==> config.mk <==
export PLATFORM = sky130hd
export DESIGN_NAME = copper_bands
export DESIGN_NICKNAME = d
export VERILOG_FILES = /design/src/rtl/copper_pkg.sv /design/src/rtl/copper_band_table.sv /design/src/rtl/copper_bands.sv
export SDC_FILE = /design/constraint.sdc
export NUM_CORES = 2
export LEC_CHECK = 0
export BUFFER_PORTS_ARGS = -buffer_cell sky130_fd_sc_hd__buf_4
export CAP_MARGIN = 40
export CORE_UTILIZATION = 55
export CTS_BUF_LIST = sky130_fd_sc_hd__clkbuf_8
export CTS_CLUSTER_SIZE = 8
export DETAILED_ROUTE_END_ITERATION = 8
export PLACE_DENSITY = 0.71
export SLEW_MARGIN = 10
export SYNTH_ARGS = -nofsm -noshare
export SYNTH_HDL_FRONTEND = slang
export SYNTH_SLANG_ARGS = --single-unit
==> constraint.sdc <==
create_clock -name clk -period 5.53 [get_ports clk]
set_clock_uncertainty 0.2 [all_clocks]
set_input_delay 0.553 -clock clk [delete_from_list [all_inputs] [get_ports clk]]
set_output_delay 0.553 -clock clk [all_outputs]
set_load 0.01 [all_outputs]
==> src/rtl/copper_pkg.sv <==
// Shared types and per-channel colour arithmetic for the copper band generator.
package copper_pkg;

  typedef enum logic [1:0] {
    FLD_START = 2'd0,
    FLD_BASE  = 2'd1,
    FLD_INC   = 2'd2,
    FLD_CTRL  = 2'd3
  } field_e;

  // Coordinate and step fields are held at 32 bits so the struct is
  // independent of the instance parameters; unused upper bits are constant.
  typedef struct packed {
    logic signed [31:0] start_y;
    logic [23:0]        base;
    logic [23:0]        inc;
    logic               enable;
    logic [31:0]        step;
  } band_t;

  function automatic logic [7:0] sat_add8(input logic [7:0] u8, input logic signed [7:0] s8);
    logic signed [9:0] sum;
    sum = $signed({2'b00, u8}) + 10'(s8);
    if (sum < 10'sd0) return 8'h00;
    if (sum > 10'sd255) return 8'hFF;
    return sum[7:0];
  endfunction

  function automatic logic [23:0] rgb_step(input logic [23:0] rgb, input logic [23:0] inc);
    return {sat_add8(rgb[23:16], inc[23:16]),
            sat_add8(rgb[15:8],  inc[15:8]),
            sat_add8(rgb[7:0],   inc[7:0])};
  endfunction

endpackage

==> src/rtl/copper_band_table.sv <==
// Shadow/active band tables: config writes land in the shadow, a copy
// request moves the whole shadow into the active table in one cycle.
module copper_band_table
  import copper_pkg::*;
#(
  parameter int          COORD_WIDTH = 16,
  parameter int          N_BANDS     = 4,
  parameter int          STEP_WIDTH  = 8,
  parameter logic [23:0] BACKGROUND  = 24'h000000
) (
  input  logic                         clk,
  input  logic                         reset_n,
  input  logic                         i_wr,
  input  logic [$clog2(N_BANDS)+1:0]   i_addr,
  input  logic [31:0]                  i_data,
  input  logic                         i_copy,
  input  logic [$clog2(N_BANDS)-1:0]   i_rd_idx,
  input  logic                         i_rd_shadow,
  output band_t                        o_band
);
  localparam int IDX_W = $clog2(N_BANDS);
  localparam band_t RST_BAND = '{start_y: 32'sd0, base: BACKGROUND, inc: 24'h0,
                                 enable: 1'b0, step: 32'd1};

  band_t r_shadow [N_BANDS];
  band_t r_active [N_BANDS];

  field_e                         w_field;
  logic [IDX_W-1:0]               w_band;
  logic signed [COORD_WIDTH-1:0]  w_start;
  logic                           w_unused_data;

  assign w_field       = field_e'(i_addr[1:0]);
  assign w_band        = i_addr[IDX_W+1:2];
  assign w_start       = i_data[COORD_WIDTH-1:0];
  assign w_unused_data = ^i_data;

  // Copy samples the shadow before any same-cycle write lands in it.
  always_ff @(posedge clk) begin
    if (!reset_n) begin
      for (int i = 0; i < N_BANDS; i++) begin
        r_shadow[i] <= RST_BAND;
        r_active[i] <= RST_BAND;
      end
    end else begin
      if (i_copy) r_active <= r_shadow;
      if (i_wr) begin
        case (w_field)
          FLD_START: r_shadow[w_band].start_y <= 32'(w_start);
          FLD_BASE:  r_shadow[w_band].base    <= i_data[23:0];
          FLD_INC:   r_shadow[w_band].inc     <= i_data[23:0];
          FLD_CTRL: begin
            r_shadow[w_band].enable <= i_data[31];
            r_shadow[w_band].step   <= 32'(i_data[STEP_WIDTH-1:0]);
          end
        endcase
      end
    end
  end

  assign o_band = i_rd_shadow ? r_shadow[i_rd_idx] : r_active[i_rd_idx];

endmodule

==> src/rtl/copper_bands.sv <==
// Per-scanline background colour from a committed table of gradient bands:
// line sequencer plus saturating per-channel colour stepping.
module copper_bands
  import copper_pkg::*;
#(
  parameter int          COORD_WIDTH = 16,
  parameter int          N_BANDS     = 4,
  parameter int          STEP_WIDTH  = 8,
  parameter logic [23:0] BACKGROUND  = 24'h000000
) (
  input  logic                          clk,
  input  logic                          reset_n,
  input  logic                          hsync,
  input  logic                          vsync,
  input  logic signed [COORD_WIDTH-1:0] y,
  input  logic                          cfg_wr,
  input  logic [$clog2(N_BANDS)+1:0]    cfg_addr,
  input  logic [31:0]                   cfg_data,
  input  logic                          cfg_commit,
  output logic [23:0]                   color_rgb,
  output logic                          band_active,
  output logic                          commit_pending
);
  localparam int IDX_W = $clog2(N_BANDS);
  localparam logic [IDX_W:0] N_IDX = (IDX_W+1)'(N_BANDS);

  logic [IDX_W:0]      r_next_idx;
  logic [STEP_WIDTH-1:0] r_line_ctr;
  logic [31:0]         r_step;
  logic [23:0]         r_inc;
  logic [23:0]         r_color;
  logic                r_band_active;
  logic                r_commit_pending;

  logic                w_copy;
  logic [IDX_W:0]      w_idx;
  band_t               w_band;
  logic signed [31:0]  w_y;
  logic                w_match;
  logic                w_stepping;
  logic [31:0]         w_step_last;

  // A vsync in the same cycle restarts the list, so hsync looks at band 0
  // of the table that is being committed right now (the shadow).
  assign w_copy      = vsync && (r_commit_pending || cfg_commit);
  assign w_idx       = vsync ? '0 : r_next_idx;
  assign w_y         = 32'(y);
  assign w_match     = hsync && (w_idx < N_IDX) && w_band.enable && (w_y == w_band.start_y);
  assign w_stepping  = hsync && !vsync && r_band_active;
  assign w_step_last = (r_step == 32'd0) ? 32'd0 : r_step - 32'd1;

  copper_band_table #(
    .COORD_WIDTH (COORD_WIDTH),
    .N_BANDS     (N_BANDS),
    .STEP_WIDTH  (STEP_WIDTH),
    .BACKGROUND  (BACKGROUND)
  ) u_table (
    .clk         (clk),
    .reset_n     (reset_n),
    .i_wr        (cfg_wr),
    .i_addr      (cfg_addr),
    .i_data      (cfg_data),
    .i_copy      (w_copy),
    .i_rd_idx    (w_idx[IDX_W-1:0]),
    .i_rd_shadow (w_copy),
    .o_band      (w_band)
  );

  always_ff @(posedge clk) begin
    if (!reset_n) begin
      r_commit_pending <= 1'b0;
      r_next_idx       <= '0;
      r_color          <= BACKGROUND;
      r_band_active    <= 1'b0;
      r_line_ctr       <= '0;
    end else begin
      if (vsync)           r_commit_pending <= 1'b0;
      else if (cfg_commit) r_commit_pending <= 1'b1;

      if (vsync) begin
        r_next_idx    <= '0;
        r_color       <= BACKGROUND;
        r_band_active <= 1'b0;
        r_line_ctr    <= '0;
      end

      if (w_match) begin
        r_color       <= w_band.base;
        r_line_ctr    <= '0;
        r_next_idx    <= w_idx + (IDX_W+1)'(1);
        r_band_active <= 1'b1;
      end else if (w_stepping) begin
        if (32'(r_line_ctr) == w_step_last) begin
          r_line_ctr <= '0;
          r_color    <= rgb_step(r_color, r_inc);
        end else begin
          r_line_ctr <= r_line_ctr + STEP_WIDTH'(1);
        end
      end
    end
  end

  // Gradient parameters are only consulted while a band is active.
  always_ff @(posedge clk) begin
    if (w_match) begin
      r_inc  <= w_band.inc;
      r_step <= w_band.step;
    end
  end

  assign color_rgb      = r_color;
  assign band_active    = r_band_active;
  assign commit_pending = r_commit_pending;

endmodule

; Word-level counts from Yosys, hierarchy flattened
; Cells that the tools add are included.
[word_totals]
word_cells = 166
out_inout_bits = 26
inputBits = 58
regBits = 997
[classes]
eq_ne = 5
muxes = 80
reduce_logical = 15
magnitude_cmp = 10
addsub = 6
bitwise = 3
[op_table]
columns = operator, count
row1 = bitwise mux 452 bit, 5
row2 = one-hot mux 452 bit (4 select lines), 1
row3 = demux 113 bit (select 2 bit), 5
row4 = 2-to-1 mux 113 bit, 6
row5 = binary-select mux 113 bit (select 2 bit), 2
row6 = 2-to-1 mux 8 bit, 15
row7 = 2-to-1 mux 24 bit, 4
row8 = 2-to-1 mux 81 bit, 1
row9 = 2-to-1 mux 32 bit, 2
row10 = 2-to-1 mux 57 bit, 1
row11 = 2-to-1 mux 1 bit, 35
row12 = 2-to-1 mux 33 bit, 1
row13 = equality test 16 x 32 -> 1 bit, 1
row14 = equality test 8 x 32 -> 1 bit, 1
row15 = logical NOT 32 bit, 1
row16 = "subtractor 32 x 1 -> 32 bit, second input constant", 1
row17 = adder 9 x 8 -> 10 bit, 3
row18 = "> comparator 10 x 9 -> 1 bit, second input constant", 3
row19 = "< comparator 10 x 1 -> 1 bit, second input constant", 3
row20 = "adder 8 x 1 -> 8 bit, second input constant", 1
row21 = logical AND 1 bit, 7
row22 = "greater-or-equal comparator 3 bit, second input constant", 2
row23 = 2-to-1 mux 3 bit, 2
row24 = NOT 2 -> 3 bit, 2
row25 = 11 further kinds, 14

; Depth between registers and ports, before layout
[depth]
ltp_word = 20
mapped_depth = 14
mapped_depth_nobuf = 12

; Modules after synthesis
; A second synthesis with hierarchy kept.
[hier_totals]
hier_cells = 3794
hier_area_um2 = 42941.2
[by_module_without_submodules]
columns = module, seq_area_each_um2, area_each_um2, cells_each, n_inst
row1 = copper_band_table, 18097.4, 37365.8, 3239, 1
row2 = copper_bands, 2422.3, 5575.3, 555, 1

; Worst setup path after synthesis
; No wires, ideal clock.
[synth_timing]
kind = in2reg
startpoint = input port vsync
endpoint = register r_inc[0] (enable)
setup_slack_ps = 894
arrival_time_ps = 4025
stages = 14
required_ps = 4920
n_path_buf = 6
setup_time_ps = 410
path_cell_list = nand2b_1 -> buf_2 -> inv_4 -> buf_4 -> buf_1 -> nand2_1 -> a31oi_1 -> a21oi_1 -> xnor2_1 -> or4_1 -> clkbuf_1 -> buf_2 -> buf_2 -> inv_1
[synth_between]
elab_chain_len = 8
elab_cells_between_ends = 15
classes_between = order compare (1) / eq/ne (1) / mux (8) / bitwise (1) / reduce/logical (4)
[synth_rtl]
columns = element, line
row1 = "start, declared", copper_bands.sv:14  ; input logic vsync,
row2 = 2-to-1 mux 3 bit, -
row3 = NOT 2 -> 3 bit (not written as such), copper_band_table.sv:61  ; assign o_band = i_rd_shadow ? r_shadow[i_rd_idx] : r_active[i_rd_idx];
row4 = binary-select mux 113 bit (select 2 bit), copper_band_table.sv:61
row5 = 2-to-1 mux 113 bit (not written as such) (2 in series), copper_band_table.sv:61
row6 = 2-to-1 mux 113 bit, copper_band_table.sv:61
row7 = equality test 16 x 32 -> 1 bit / logical AND 1 bit (equally long branches), copper_bands.sv:48  ; assign w_match = hsync && (w_idx < N_IDX) && w_band.enable && (w_y == w_band.start_y);
row8 = logical AND 1 bit (*), copper_bands.sv:48
row9 = named net w_match, copper_bands.sv:39  ; logic w_match;
row10 = "end signal, assigned", copper_bands.sv:106  ; r_inc <= w_band.inc;
row11 = "end, declared", copper_bands.sv:30  ; logic [23:0] r_inc;
; Mark *: on every way through the listed nets, which the timed path passes. The rest lies on a longest branch. The select of a mux whose other input is x is not followed.
; A chain may end at the register's enable or synchronous reset.

; Worst setup path in the final report
[layout_timing]
startpoint = register r_next_idx[0]
endpoint = register r_color[8], in the netlist color_rgb[8]
[layout_between]
elab_chain_len = 9
elab_cells_between_ends = 15
classes_between = order compare (1) / eq/ne (1) / mux (9) / bitwise (1) / reduce/logical (3)
[layout_rtl]
columns = element, line
row1 = "start, declared", copper_bands.sv:27  ; logic [IDX_W:0] r_next_idx;
row2 = "start signal, assigned", copper_bands.sv:90  ; r_next_idx <= w_idx + (IDX_W+1)'(1);
row3 = 2-to-1 mux 3 bit (*), -
row4 = NOT 2 -> 3 bit (not written as such), copper_band_table.sv:61
row5 = binary-select mux 113 bit (select 2 bit), copper_band_table.sv:61
row6 = 2-to-1 mux 113 bit (not written as such) (2 in series), copper_band_table.sv:61
row7 = 2-to-1 mux 113 bit, copper_band_table.sv:61
row8 = equality test 16 x 32 -> 1 bit / logical AND 1 bit (equally long branches), copper_bands.sv:48
row9 = logical AND 1 bit, copper_bands.sv:48
row10 = 2-to-1 mux 24 bit (*), copper_bands.sv:87  ; if (w_match) begin
row11 = "end signal, assigned", copper_bands.sv:88  ; r_color <= w_band.base;
row12 = "end signal, assigned", copper_bands.sv:95  ; r_color <= rgb_step(r_color, r_inc);
row13 = "end, declared", copper_bands.sv:31  ; logic [23:0] r_color;
; Every way passes the cells marked *; elsewhere a longest branch is shown, timed or not. The select of a mux whose other input is x is not followed.

==> flow_metrics.env <==
export IMPL_setup_violations_final=0
export IMPL_grt_total_usage=0.279
export IMPL_slew_headroom=0.306
export IMPL_syn_area_mm2=0.0414
export IMPL_place_congestion=0.868
export IMPL_worstPathRequired_ps=6000
export IMPL_crit_path_start_kind="flop"
export IMPL_max_freq_mhz=213
export IMPL_grt_max_degree=265
export IMPL_p_switching_uw=3360
export IMPL_synth_nets=4941
export IMPL_rsz0062_at_grt="no"
export IMPL_drt_iter0_markers=2856
export IMPL_status="completed"
export IMPL_cts_buffers=160
export IMPL_dieWidth_um=276
export IMPL_hp_class="in -> reg"
export IMPL_worstSkewPairLatency_ps=810
export IMPL_synth_distinct_cells=87
export IMPL_area_delta_synth_final_pct=11.2
export IMPL_vias=33129
export IMPL_routed_wl_um=109000
export IMPL_crit_fanout=48
export IMPL_slowest_delay_ps=860
export IMPL_p_per_area_mw_per_mm2=305
export IMPL_synth_seq_cells=997
export IMPL_ant_nets=0
export IMPL_drc=0
export IMPL_holdCritStartpoint="vsync"
export IMPL_ir_drop_v=0.000231
export IMPL_cts_tree="yes"
export IMPL_fin_crit_ps=4690
export IMPL_viasPerCell=5.62
export IMPL_crit_start="r_next_idx[0]$_SDFF_PN0_"
export IMPL_holdWs_ps=131
export IMPL_synth_edff_count=56
export IMPL_initial_core_util=0.556
export IMPL_tns_ps=0
export IMPL_die_h_um=276
export IMPL_worst_setup_path_type="reg -> reg"
export IMPL_min_period_over_period=0.848
export IMPL_p_comb_frac=0.045
export IMPL_path_cells="nand2b_4 -> inv_4 -> mux2i_1 -> a21oi_1 -> xor2_1 -> nor4_1 -> nand3_1 -> or4_2 -> buf_4 -> and2_0 -> o2bb2ai_1"
export IMPL_p_leak_uw=0.0164
export IMPL_cp_end_kind="flop"
export IMPL_cts_buffer_depth=3
export IMPL_grt_pass1_wl_um=171000
export IMPL_antenna_found_initial=2
export IMPL_cts_resized=0
export IMPL_cts_setup_buffers=0
export IMPL_num_rows=100
export IMPL_drive_above_1_share=0.0915
export IMPL_grt_pass1_vias=30625
export IMPL_globalRoute_busiestLayer="met2"
export IMPL_yosysSeqAreaShare=0.496
export IMPL_final_area_mm2=0.0461
export IMPL_rr_startpoint="r_next_idx[0]$_SDFF_PN0_"
export IMPL_worst_slew_pin_slew_ps=1040
export IMPL_worstPathArrival_ps=5160
export IMPL_fin_util=0.619
export IMPL_io_pins=84
export IMPL_dr_pass1_iters=6
export IMPL_pwr_share_seq=0.520
export IMPL_intPower_uw=10700
export IMPL_use_met1=0.389
export IMPL_drv_cap=0
export IMPL_hold_viol_final=0
export IMPL_die_area_mm2=0.0764
export IMPL_clk_pin_slew_worst_paths_ps=60
export IMPL_async_reset_ff_frac=0
export IMPL_yosysWarningCount=0
export IMPL_netSwitchingFraction=0.239
export IMPL_drt_wirelength_per_cell_um=18.4
export IMPL_cts_sinks=997
export IMPL_grt_util_met3=0.0482
export IMPL_root_buffer="clkbuf_8"
export IMPL_cts_max_level=4
export IMPL_grt_overflow=0
export IMPL_cp_slowest_cell="or4_2"
export IMPL_p_clk_frac=0.435
export IMPL_fin_nets=4895
export IMPL_postPlaceCellArea_mm2=0.0427
export IMPL_fp_coreArea_mm2=0.0744
export IMPL_grt_util_met2=0.439
export IMPL_syn_area_per_cell_um2=8.54
export IMPL_portBuffers=76
export IMPL_ctsHoldBuffers=29
export IMPL_hpwl_um=62700
export IMPL_synth_cells=4850
export IMPL_ys_dominant_reg_cell="dfxtp_1"
export IMPL_finalMaxSlewViolations=0
## kinds of logic after synthesis
group,synth area share
adder cells (fa/ha/maj),0.0105
flip-flops,0.496
AND/OR/NAND/NOR,0.201
multiplexers,0.0382
AO/OA/AOI/OAI,0.208
XOR/XNOR,0.00783
buffers and inverters,0.0389
## power by group through the flow
| stage | combinational, uW | sequential [uW] | clock [uW] |
|---|---|---|---|
| after detailed placement | 605 | 7470 | 0 |
| after global placement | 593 | 7460 | 0 |
| after floorplan | 397 | 7460 | 0 |
| after CTS | 623 | 7310 | 6240 |
| final | 627 | 7310 | 6120 |
| after global routing | 670 | 7310 | 6560 |
## cells in the final DEF (no fill, tap or decap), types with 15 or more instances in the layout
cell type and n:
nand3_1 24, dfxtp_1 940, nor2_1 60, o22ai_1 18, xnor2_1 23, nor2b_1 60, buf_4 128, o221ai_1 37
edfxtp_1 56, inv_1 88, a211oi_1 20, mux2i_1 113, clkbuf_8 193, and3b_1 17, a21boi_0 769, a21oi_1 89
nor4_1 15, o21ai_0 197, o211ai_1 20, and3_1 100, nand2_1 1602, ha_1 30, mux2_2 40, dlygate4sd3_1 29
nand2b_1 16
## through the flow
step	std cells	setup WS (ps)	total power (uW)
global placement	5570	689	8060
detailed placement	5582	658	8070
global route	5888	591	14500
finish	5890	841	14100
CTS	5887	837	14200
floorplan	4850	894	7860
## layout make-up
| cell class | count | area (um^2) |
|---|---|---|
| Sequential cell | 997 | 20500 |
| Tap cell | 969 | 1210 |
| Timing Repair Buffer | 177 | 1700 |
| Fill cell | 6514 | 28400 |
| Clock inverter | 83 | 447 |
| Multi-Input combinational cell | 3438 | 19400 |
| Clock buffer | 193 | 2660 |
| Inverter | 30 | 120 |
| Antenna cell | 3 | 7.51 |
## critical path: cells and delay by family (launching register included)
kind / cells / cell delay, ps
simple gates: 5 / 2150
flops: 1 / 760
buf+inv: 2 / 680
compound gates: 2 / 320
mux: 1 / 230
xor+xnor: 1 / 190
## final timing paths
| path | slack, ps | depth (start not counted) | endpoint |
|---|---|---|---|
| worst max-delay path | 840 | 11 | color_rgb[8]$_SDFF_PN0_ |
| worst min register to register | 250 | 2 | u_table.r_active[195]$_SDFFE_PN0P_ |
| worst max register to register | 840 | 11 | color_rgb[8]$_SDFF_PN0_ |
| worst min-delay path | 130 | 4 | u_table.r_active[330]$_SDFFE_PN0P_ |
## metal layers
layer  part of all wire  vias up
li1                   -    16221
met2               0.45      921
met5            0.00012        -
met3              0.063      184
met4              0.024        2
met1               0.47    15801
## Yosys cell counts, drive strengths merged, types with 4 or more instances
cell type | instances | area (um^2)
mux2i | 113 | 1130
nor2 | 65 | 251
o22ai | 18 | 113
or3 | 13 | 86.3
o21ai | 199 | 996
buf | 65 | 285
nand3 | 28 | 140
clkbuf | 320 | 1210
nand4 | 7 | 43.8
a21o | 5 | 37.5
nor2b | 60 | 375
o221ai | 37 | 324
o21a | 10 | 75.1
inv | 30 | 115
nand2b | 18 | 113
nor4 | 16 | 115
and2 | 9 | 56.3
a21boi | 769 | 5770
xor2 | 14 | 123
a211oi | 20 | 150
and3 | 100 | 626
dfxtp | 941 | 18800
nor3 | 22 | 120
and3b | 17 | 149
or4 | 9 | 75.1
a221oi | 4 | 41.3
xnor2 | 23 | 201
a32oi | 6 | 52.6
ha | 30 | 375
a31oi | 15 | 109
a21oi | 90 | 462
edfxtp | 56 | 1680
mux2 | 40 | 450
o211ai | 20 | 150
nand2 | 1606 | 6030
No activity file was read; power rests on OpenSTA's default activity.
